$ cat config.mk
export PLATFORM = sky130hd
export DESIGN_NAME = demux_stream_1xn_flat
export DESIGN_NICKNAME = d
export VERILOG_FILES = /design/src/rtl/demux_stream_1xn_if.sv /design/src/rtl/demux_stream_1xn.sv /design/src/flat_wrapper.sv
export SDC_FILE = /design/constraint.sdc
export NUM_CORES = 1
export LEC_CHECK = 0
export BUFFER_PORTS_ARGS = -buffer_cell sky130_fd_sc_hd__buf_2
export CAP_MARGIN = 0
export CORE_UTILIZATION = 51
export CTS_BUF_LIST = sky130_fd_sc_hd__clkbuf_8
export DETAILED_ROUTE_END_ITERATION = 8
export GPL_ROUTABILITY_DRIVEN = 0
export PLACE_DENSITY = 0.89
export SYNTH_ARGS = -nofsm -noshare
export SYNTH_HDL_FRONTEND = slang
export SYNTH_SLANG_ARGS = --single-unit
$ cat constraint.sdc
create_clock -name clk -period 3.1 [get_ports clk]
set_input_delay 0.62 -clock clk [delete_from_list [all_inputs] [get_ports clk]]
set_output_delay 0.62 -clock clk [all_outputs]
set_load 0.005 [all_outputs]
$ cat src/rtl/demux_stream_1xn_if.sv
// Bus bundle for the 1-to-NCH stream demux: one valid/ready input stream with
// a select side-band, and NCH one-hot output valids sharing data/last.
interface demux_stream_1xn_if #(
  parameter int DATA_W = 8,
  parameter int NCH    = 4,
  parameter int SEL_W  = 2
);
  logic              in_valid;
  logic              in_ready;
  logic [DATA_W-1:0] in_data;
  logic [SEL_W-1:0]  in_sel;
  logic              in_last;
  logic [NCH-1:0]    out_valid;
  logic [NCH-1:0]    out_ready;
  logic [DATA_W-1:0] out_data;
  logic              out_last;

  // Environment side: packet source plus per-channel consumers.
  modport master (
    output in_valid, in_data, in_sel, in_last, out_ready,
    input  in_ready, out_valid, out_data, out_last
  );

  // Demux side.
  modport slave (
    input  in_valid, in_data, in_sel, in_last, out_ready,
    output in_ready, out_valid, out_data, out_last
  );
endinterface

$ cat src/rtl/demux_stream_1xn.sv
// Registered 1-to-NCH packet demultiplexer: the channel is locked on the first
// beat of a packet; packets to a nonexistent channel are dropped and counted.
module demux_stream_1xn #(
  parameter int DATA_W = 8,
  parameter int NCH    = 4,
  parameter int SEL_W  = 2
) (
  input  logic                clk,
  input  logic                rst_n,
  demux_stream_1xn_if.slave   bus,
  output logic                err_sel_o,
  output logic [7:0]          drop_cnt_o
);

  localparam logic [1:0]     S_IDLE = 2'd0;
  localparam logic [1:0]     S_PKT  = 2'd1;
  localparam logic [1:0]     S_DROP = 2'd2;
  localparam logic [SEL_W:0] NCH_L  = (SEL_W + 1)'(NCH);

  logic [1:0]        state_q, state_d;
  logic [SEL_W-1:0]  lch_q, lch_d;
  logic              full_q, full_d;
  logic [SEL_W-1:0]  ch_q, ch_d;
  logic [DATA_W-1:0] data_q, data_d;
  logic              last_q, last_d;
  logic              err_q, err_d;
  logic [7:0]        cnt_q, cnt_d;

  logic [NCH-1:0]    onehot_s;
  logic [SEL_W-1:0]  ld_ch_s;
  logic              sel_ok_s;
  logic              ch_ready_s;
  logic              in_ready_s;
  logic              acc_s;
  logic              xfer_s;
  logic              load_s;
  logic              drop_s;

  assign sel_ok_s = ({1'b0, bus.in_sel} < NCH_L);

  // One-hot decode of the held beat's channel.
  always_comb begin
    onehot_s = '0;
    for (int k = 0; k < NCH; k++) begin
      onehot_s[k] = (ch_q == SEL_W'(k));
    end
  end

  assign ch_ready_s = |(bus.out_ready & onehot_s);
  assign xfer_s     = full_q & ch_ready_s;

  // Input ready: an invalid-select first beat never waits for the register.
  always_comb begin
    in_ready_s = 1'b0;
    case (state_q)
      S_IDLE:  in_ready_s = sel_ok_s ? (~full_q | ch_ready_s) : 1'b1;
      S_PKT:   in_ready_s = ~full_q | ch_ready_s;
      S_DROP:  in_ready_s = 1'b1;
      default: in_ready_s = 1'b0;
    endcase
  end

  assign acc_s = bus.in_valid & in_ready_s;

  // Packet FSM: decides whether an accepted beat is loaded or discarded.
  always_comb begin
    state_d = state_q;
    lch_d   = lch_q;
    ld_ch_s = lch_q;
    load_s  = 1'b0;
    drop_s  = 1'b0;
    case (state_q)
      S_IDLE: begin
        if (acc_s && sel_ok_s) begin
          load_s  = 1'b1;
          ld_ch_s = bus.in_sel;
          lch_d   = bus.in_sel;
          state_d = bus.in_last ? S_IDLE : S_PKT;
        end else if (acc_s) begin
          drop_s  = 1'b1;
          state_d = bus.in_last ? S_IDLE : S_DROP;
        end else begin
          state_d = S_IDLE;
        end
      end
      S_PKT: begin
        if (acc_s) begin
          load_s  = 1'b1;
          state_d = bus.in_last ? S_IDLE : S_PKT;
        end else begin
          state_d = S_PKT;
        end
      end
      S_DROP: begin
        if (acc_s && bus.in_last) begin
          state_d = S_IDLE;
        end else begin
          state_d = S_DROP;
        end
      end
      default: state_d = S_IDLE;
    endcase
  end

  // Output register: a new beat wins over a same-cycle transfer.
  always_comb begin
    full_d = full_q;
    ch_d   = ch_q;
    data_d = data_q;
    last_d = last_q;
    if (load_s) begin
      full_d = 1'b1;
      ch_d   = ld_ch_s;
      data_d = bus.in_data;
      last_d = bus.in_last;
    end else if (xfer_s) begin
      full_d = 1'b0;
    end else begin
      full_d = full_q;
    end
  end

  // Drop bookkeeping: sticky error and saturating packet counter.
  always_comb begin
    err_d = err_q | drop_s;
    if (drop_s && (cnt_q != 8'hFF)) begin
      cnt_d = cnt_q + 8'd1;
    end else begin
      cnt_d = cnt_q;
    end
  end

  // State and datapath registers with synchronous active-low reset.
  always_ff @(posedge clk) begin
    if (!rst_n) begin
      state_q <= S_IDLE;
      lch_q   <= '0;
      full_q  <= 1'b0;
      ch_q    <= '0;
      data_q  <= '0;
      last_q  <= 1'b0;
      err_q   <= 1'b0;
      cnt_q   <= 8'd0;
    end else begin
      state_q <= state_d;
      lch_q   <= lch_d;
      full_q  <= full_d;
      ch_q    <= ch_d;
      data_q  <= data_d;
      last_q  <= last_d;
      err_q   <= err_d;
      cnt_q   <= cnt_d;
    end
  end

  assign bus.in_ready  = in_ready_s;
  assign bus.out_valid = {NCH{full_q}} & onehot_s;
  assign bus.out_data  = data_q;
  assign bus.out_last  = last_q;
  assign err_sel_o     = err_q;
  assign drop_cnt_o    = cnt_q;

endmodule

$ cat src/flat_wrapper.sv
// flat-port wrapper written by rule: the top's interface ports become plain ports
module demux_stream_1xn_flat 
#(
  parameter int DATA_W = 8,
  parameter int NCH    = 4,
  parameter int SEL_W  = 2
)
  (clk, rst_n, err_sel_o, drop_cnt_o, bus_in_valid, bus_in_data, bus_in_sel, bus_in_last, bus_out_ready, bus_in_ready, bus_out_valid, bus_out_data, bus_out_last);
  demux_stream_1xn_if #(.DATA_W(DATA_W), .NCH(NCH), .SEL_W(SEL_W)) bus_i ();
  input  logic clk;
  input  logic rst_n;
  output logic err_sel_o;
  output logic [7:0] drop_cnt_o;
  input wire logic [$bits(bus_i.in_valid)-1:0] bus_in_valid;
  input wire logic [$bits(bus_i.in_data)-1:0] bus_in_data;
  input wire logic [$bits(bus_i.in_sel)-1:0] bus_in_sel;
  input wire logic [$bits(bus_i.in_last)-1:0] bus_in_last;
  input wire logic [$bits(bus_i.out_ready)-1:0] bus_out_ready;
  output wire logic [$bits(bus_i.in_ready)-1:0] bus_in_ready;
  output wire logic [$bits(bus_i.out_valid)-1:0] bus_out_valid;
  output wire logic [$bits(bus_i.out_data)-1:0] bus_out_data;
  output wire logic [$bits(bus_i.out_last)-1:0] bus_out_last;
  assign bus_i.in_valid = bus_in_valid;
  assign bus_i.in_data = bus_in_data;
  assign bus_i.in_sel = bus_in_sel;
  assign bus_i.in_last = bus_in_last;
  assign bus_i.out_ready = bus_out_ready;
  assign bus_in_ready = bus_i.in_ready;
  assign bus_out_valid = bus_i.out_valid;
  assign bus_out_data = bus_i.out_data;
  assign bus_out_last = bus_i.out_last;
  demux_stream_1xn #(.DATA_W(DATA_W), .NCH(NCH), .SEL_W(SEL_W)) u_core (.clk(clk), .rst_n(rst_n), .bus(bus_i), .err_sel_o(err_sel_o), .drop_cnt_o(drop_cnt_o));
endmodule
=== Word-level counts from Yosys, hierarchy flattened ===
Cells that the tools add are included.

* Register bits: 16
* Input port bits: 18
* Output and inout port bits: 23

* Equal/unequal tests: 5
* Muxes and demuxes: 12
* Bitwise gates (word level): 6
* Reductions and logical operators: 6

{| class="wikitable"
|+ Operators with widths
! cell !! number
|-
| 2-to-1 mux 2 bit || 5
|-
| AND 4 bit || 2
|-
| == test 2 bit (second input constant) || 3
|-
| case mux 2 bit (3 select lines) || 1
|-
| 2-to-1 mux 1 bit || 5
|-
| == test 2 x 1 -> 1 bit (second input constant) || 2
|-
| logical NOT 2 bit || 2
|-
| OR reduction 4 bit || 1
|-
| AND 1 bit || 2
|-
| case mux 1 bit (2 select lines) || 1
|-
| nonzero test 2 bit || 1
|-
| OR reduction 2 bit || 1
|-
| logical AND 1 bit || 1
|-
| NOT 1 bit || 1
|-
| OR 1 bit || 1
|}

=== Longest topological paths before layout ===
* Word-level depth: 9
* Mapped depth: 5
* Depth with buffers taken out: 3

=== Worst setup path after synthesis ===
OpenSTA, ideal clock, no wires.

* Path type: input-to-output
* From: input port bus_out_ready[2]
* To: output port bus_in_ready
* Arrival: 1158 ps
* Setup slack: 1322 ps
* Cell stages on the path: 3
* Buffers on the path: 0
* Path through: mux2i_2 > a22o_2 > mux2i_1

* Cells in the longest elaborated chain, start to end: 4

{| class="wikitable"
|+ Ends and longest elaborated chain
! element !! line !! source
|-
| start, declared || flat_wrapper.sv:18 || <nowiki>input wire logic [$bits(bus_i.out_ready)-1:0] bus_out_ready;</nowiki>
|-
| AND 4 bit || demux_stream_1xn.sv:49 || <nowiki>assign ch_ready_s = |(bus.out_ready & onehot_s);</nowiki>
|-
| OR reduction 4 bit || demux_stream_1xn.sv:49 ||
|-
| OR 1 bit || demux_stream_1xn.sv:56, demux_stream_1xn.sv:57 ||
|-
| case mux 1 bit (2 select lines) || demux_stream_1xn.sv:55 || <nowiki>case (state_q)</nowiki>
|-
| end, declared || flat_wrapper.sv:19 || <nowiki>output wire logic [$bits(bus_i.in_ready)-1:0] bus_in_ready;</nowiki>
|}

Every way passes these cells.

=== Worst setup path in the final report ===
* From: register u_core.ch_q[1]
* To: output port bus_in_ready

* Cells in the longest elaborated chain, start to end: 5
* Elaborated cells on any way between the ends: 8
* Those cells by class: eq/ne (3); mux (1); bitwise (2); reduce/logical (2)

{| class="wikitable"
|+ Ends and longest elaborated chain
! element !! line !! source
|-
| start, declared || demux_stream_1xn.sv:23 || <nowiki>logic [SEL_W-1:0] ch_q, ch_d;</nowiki>
|-
| start signal, assigned || demux_stream_1xn.sv:148 || <nowiki>ch_q <= ch_d;</nowiki>
|-
| == test 2 x 1 -> 1 bit, or another cell as far along || demux_stream_1xn.sv:45 || <nowiki>onehot_s[k] = (ch_q == SEL_W'(k));</nowiki>
|-
| AND 4 bit (*) || demux_stream_1xn.sv:49 ||
|-
| OR reduction 4 bit (*) || demux_stream_1xn.sv:49 ||
|-
| OR 1 bit (*) || demux_stream_1xn.sv:56, demux_stream_1xn.sv:57 ||
|-
| case mux 1 bit (2 select lines) (*) || demux_stream_1xn.sv:55 ||
|}

Mark *: on every way between the ends. The rest lies on a longest branch, timed or not.

==> run summary <==
Run status: complete, but fails checks
Failing checks: DRC
Horizontal die dimension: 43.7 um
CTS clk-pin slew, worst paths: 60 ps
Post-route antenna net violation count: 0
Post-CTS Setup Inserts: 0
GRT Overall Usage: 18.0%
Leading post-synthesis cells by cell area: sky130_fd_sc_hd__dfxtp_1 (36%), sky130_fd_sc_hd__mux2i_1 (17%), sky130_fd_sc_hd__nand2_1 (11%), sky130_fd_sc_hd__buf_4 (7.6%), sky130_fd_sc_hd__a221oi_2 (3.4%)
TritonCTS Buffers: 3
Area overhead of the layout relative to synthesis: 16.2%
Register bit count reported by yosys: 16
Slew at the pin closest to its max-slew limit: 1020 ps
Quantity of I/O buffers inserted on ports: 31
Launching element type of the critical path: flip-flop
Placeable core area: 1560 um2
Top-Level Pins: 41
Maximum ir drop on the vdd rail: 270 uV
Antenna cells: 0
Slew Viols, Final: 0
Number of cell instances on the worst register-to-register path: 3
Gate count of the mapped netlist: 96
Critical Setup Path Class: flip-flop to output pin
Nets: 144
Global-route wire length before repair: 2.57 mm
Max-Cap Viols: 0
Endpoints failing setup: 0
Detailed-routing iteration count for the pre-antenna-repair pass: 6
Standard-cell row count: 14
Post-route fraction of the period consumed by the critical path: 69.7%
Final number of hold-violating endpoints: 0
Relative slew slack: 31.8%
Initial cell density of the core: 57.0%
Kind of end point of the critical path: output pin
Maximum count of clock buffers along a single path: 2
Leakage power summed over all cells: 0.000522 uW
Highest attainable clock frequency: 463 MHz
DP Area: 991 um2
Number of sinks driven by the clock tree: 16
Hold Path Class: flip-flop to flip-flop
Drt via density: 5.03
Avg Inst Size Synth: 9.25 um2
H-Tree Level Count: 1
Remaining global-route overflow: 0
Detailed-route DRC error count: 2
Largest fanout on the critical path: 7
Register area share after synthesis: 36.1%
Worst Hold Depth: 2
Most common cell after layout, fill and taps aside: sky130_fd_sc_hd__buf_2
Synth unique cells: 27
Total wire length: 1.58 mm
Largest net degree at the start of global routing: 31
Post-synthesis cell type with the largest combined area: sky130_fd_sc_hd__dfxtp_1
Fraction of the core area covered by cells at the end of the flow: 66.2%
Leading cell types in the layout, fill and taps excluded: sky130_fd_sc_hd__buf_2 (31), sky130_fd_sc_hd__nand2_1 (26), sky130_fd_sc_hd__dfxtp_1 (16)
Final Skew: 3.74 ps
Number of design-rule violations left by the first detailed-router iteration: 9
Post-cts sizing count: 0
Setup repair after global routing missed its margin: false
# hold bufs at CTS: 0
Number of antenna violations at the first check in global routing: 0
Fin Setup TNS: 0 ps
DR WL/cell: 11.3 um
Vias after detailed routing: 704
Total standard cell area after synthesis: 888 um2
Layout cell share with drive strength beyond 1: 37.9%
Worst EP required: 2480 ps
Clock tree root buffer cell: sky130_fd_sc_hd__clkbuf_8
Y dimension of the die: 43.7 um
Clock insertion delay at the later pin of the skew report: 240 ps
Die Outline Area: 1910 um2
Proportion of netlist area held by the largest area contributor: 36.1%
Post-route cell area: 1030 um2
Hpwl dp: 1.21 mm
Clock tree from TritonCTS: built
Warnings, synthesis: 0
Data arrival, critical path: 1540 ps
Power per cell area: 450 nW/um2
Number of global-route vias before repair: 648
Minimum clock period: 2160 ps
[cell families (layout without fill, tap and decap cells)]
kind of cell / count (synthesis) / in the layout / share of synthesized area, %
buffers and inverters: 15 / 35 / 12.0
AOI/OAI and AO/OA: 7 / 7 / 8.17
other: 1 / 9 / 0.422
DFF: 16 / 16 / 36.1
muxes: 19 / 19 / 22.5
and+or+nand+nor: 38 / 38 / 20.8
[registers in the layout (all words and copies together), names as in the netlist]
signal,count
u_core.bus.out_data,8
u_core.ch_q,2
u_core.lch_q,2
u_core.state_q,2
u_core.bus.out_last,1
u_core.full_q,1
[power by group]
group	internal [uW]	total [uW]	switching [uW]
Sequential	220	231	10.1
Combinational	43.4	85.3	41.9
Clock	85.9	148	62.5
[layout make-up]
| type | count | area, um2 |
|---|---|---|
| fillers | 133 | 527 |
| multi-input cells | 73 | 492 |
| flip-flops and latches | 16 | 320 |
| repair buffers | 31 | 155 |
| clock buffers | 3 | 41.3 |
| well taps | 16 | 20.0 |
| inverters | 1 | 3.75 |
[final timing paths]
path	startpoint	to	slack [ps]
setup / recovery	u_core.ch_q[1]	bus_in_ready	940
hold / removal	u_core.bus.out_last	u_core.bus.out_last	460
setup reg to reg	u_core.ch_q[1]	u_core.bus.out_data[7]	1240
hold reg to reg	u_core.bus.out_last	u_core.bus.out_last	460
[synthesized netlist by cell type (all sizes together)]
library cell   n
and2           2
clkbuf         2
a22o           1
or3b           2
o21a           1
nor2b          1
nand2b         1
buf           12
mux2           2
dfxtp         16
conb           1
a221oi         3
and2b          2
nand2         26
and3           1
nand3b         2
inv            1
nor2           1
mux2i         17
a21oi          1
a221o          1
[metal layers]
metal / up-vias / share of wire (%) / global-route usage (%)
li1: 361 / - / -
met1: 314 / 42 / 20.6
met2: 27 / 52 / 32.8
met3: 2 / 5.8 / 2.50
met4: 0 / 0.38 / 7.50
met5: - / 0 / 0
[per-stage QoR]
| step | total power (uW) | hold WS (ps) | worst slack [ps] | cells |
|---|---|---|---|---|
| 2_1_floorplan | 302 | 431 | 1320 | 104 |
| 3_3_place_gp | 316 | 440 | 1080 | 137 |
| 3_5_place_dp | 320 | 452 | 995 | 137 |
| 4_1_cts | 471 | 463 | 931 | 140 |
| 5_1_grt | 488 | 494 | 820 | 140 |
| 6_report | 464 | 456 | 939 | 140 |
[worst max-delay path, cell delays in order, from the launching register on]
cell                      delay (ps)
sky130_fd_sc_hd__dfxtp_1         460
sky130_fd_sc_hd__mux2i_2         420
sky130_fd_sc_hd__a22o_2          220
sky130_fd_sc_hd__mux2i_1          70
sky130_fd_sc_hd__buf_2           140
Note: power is estimated with default switching activity, not from simulation.
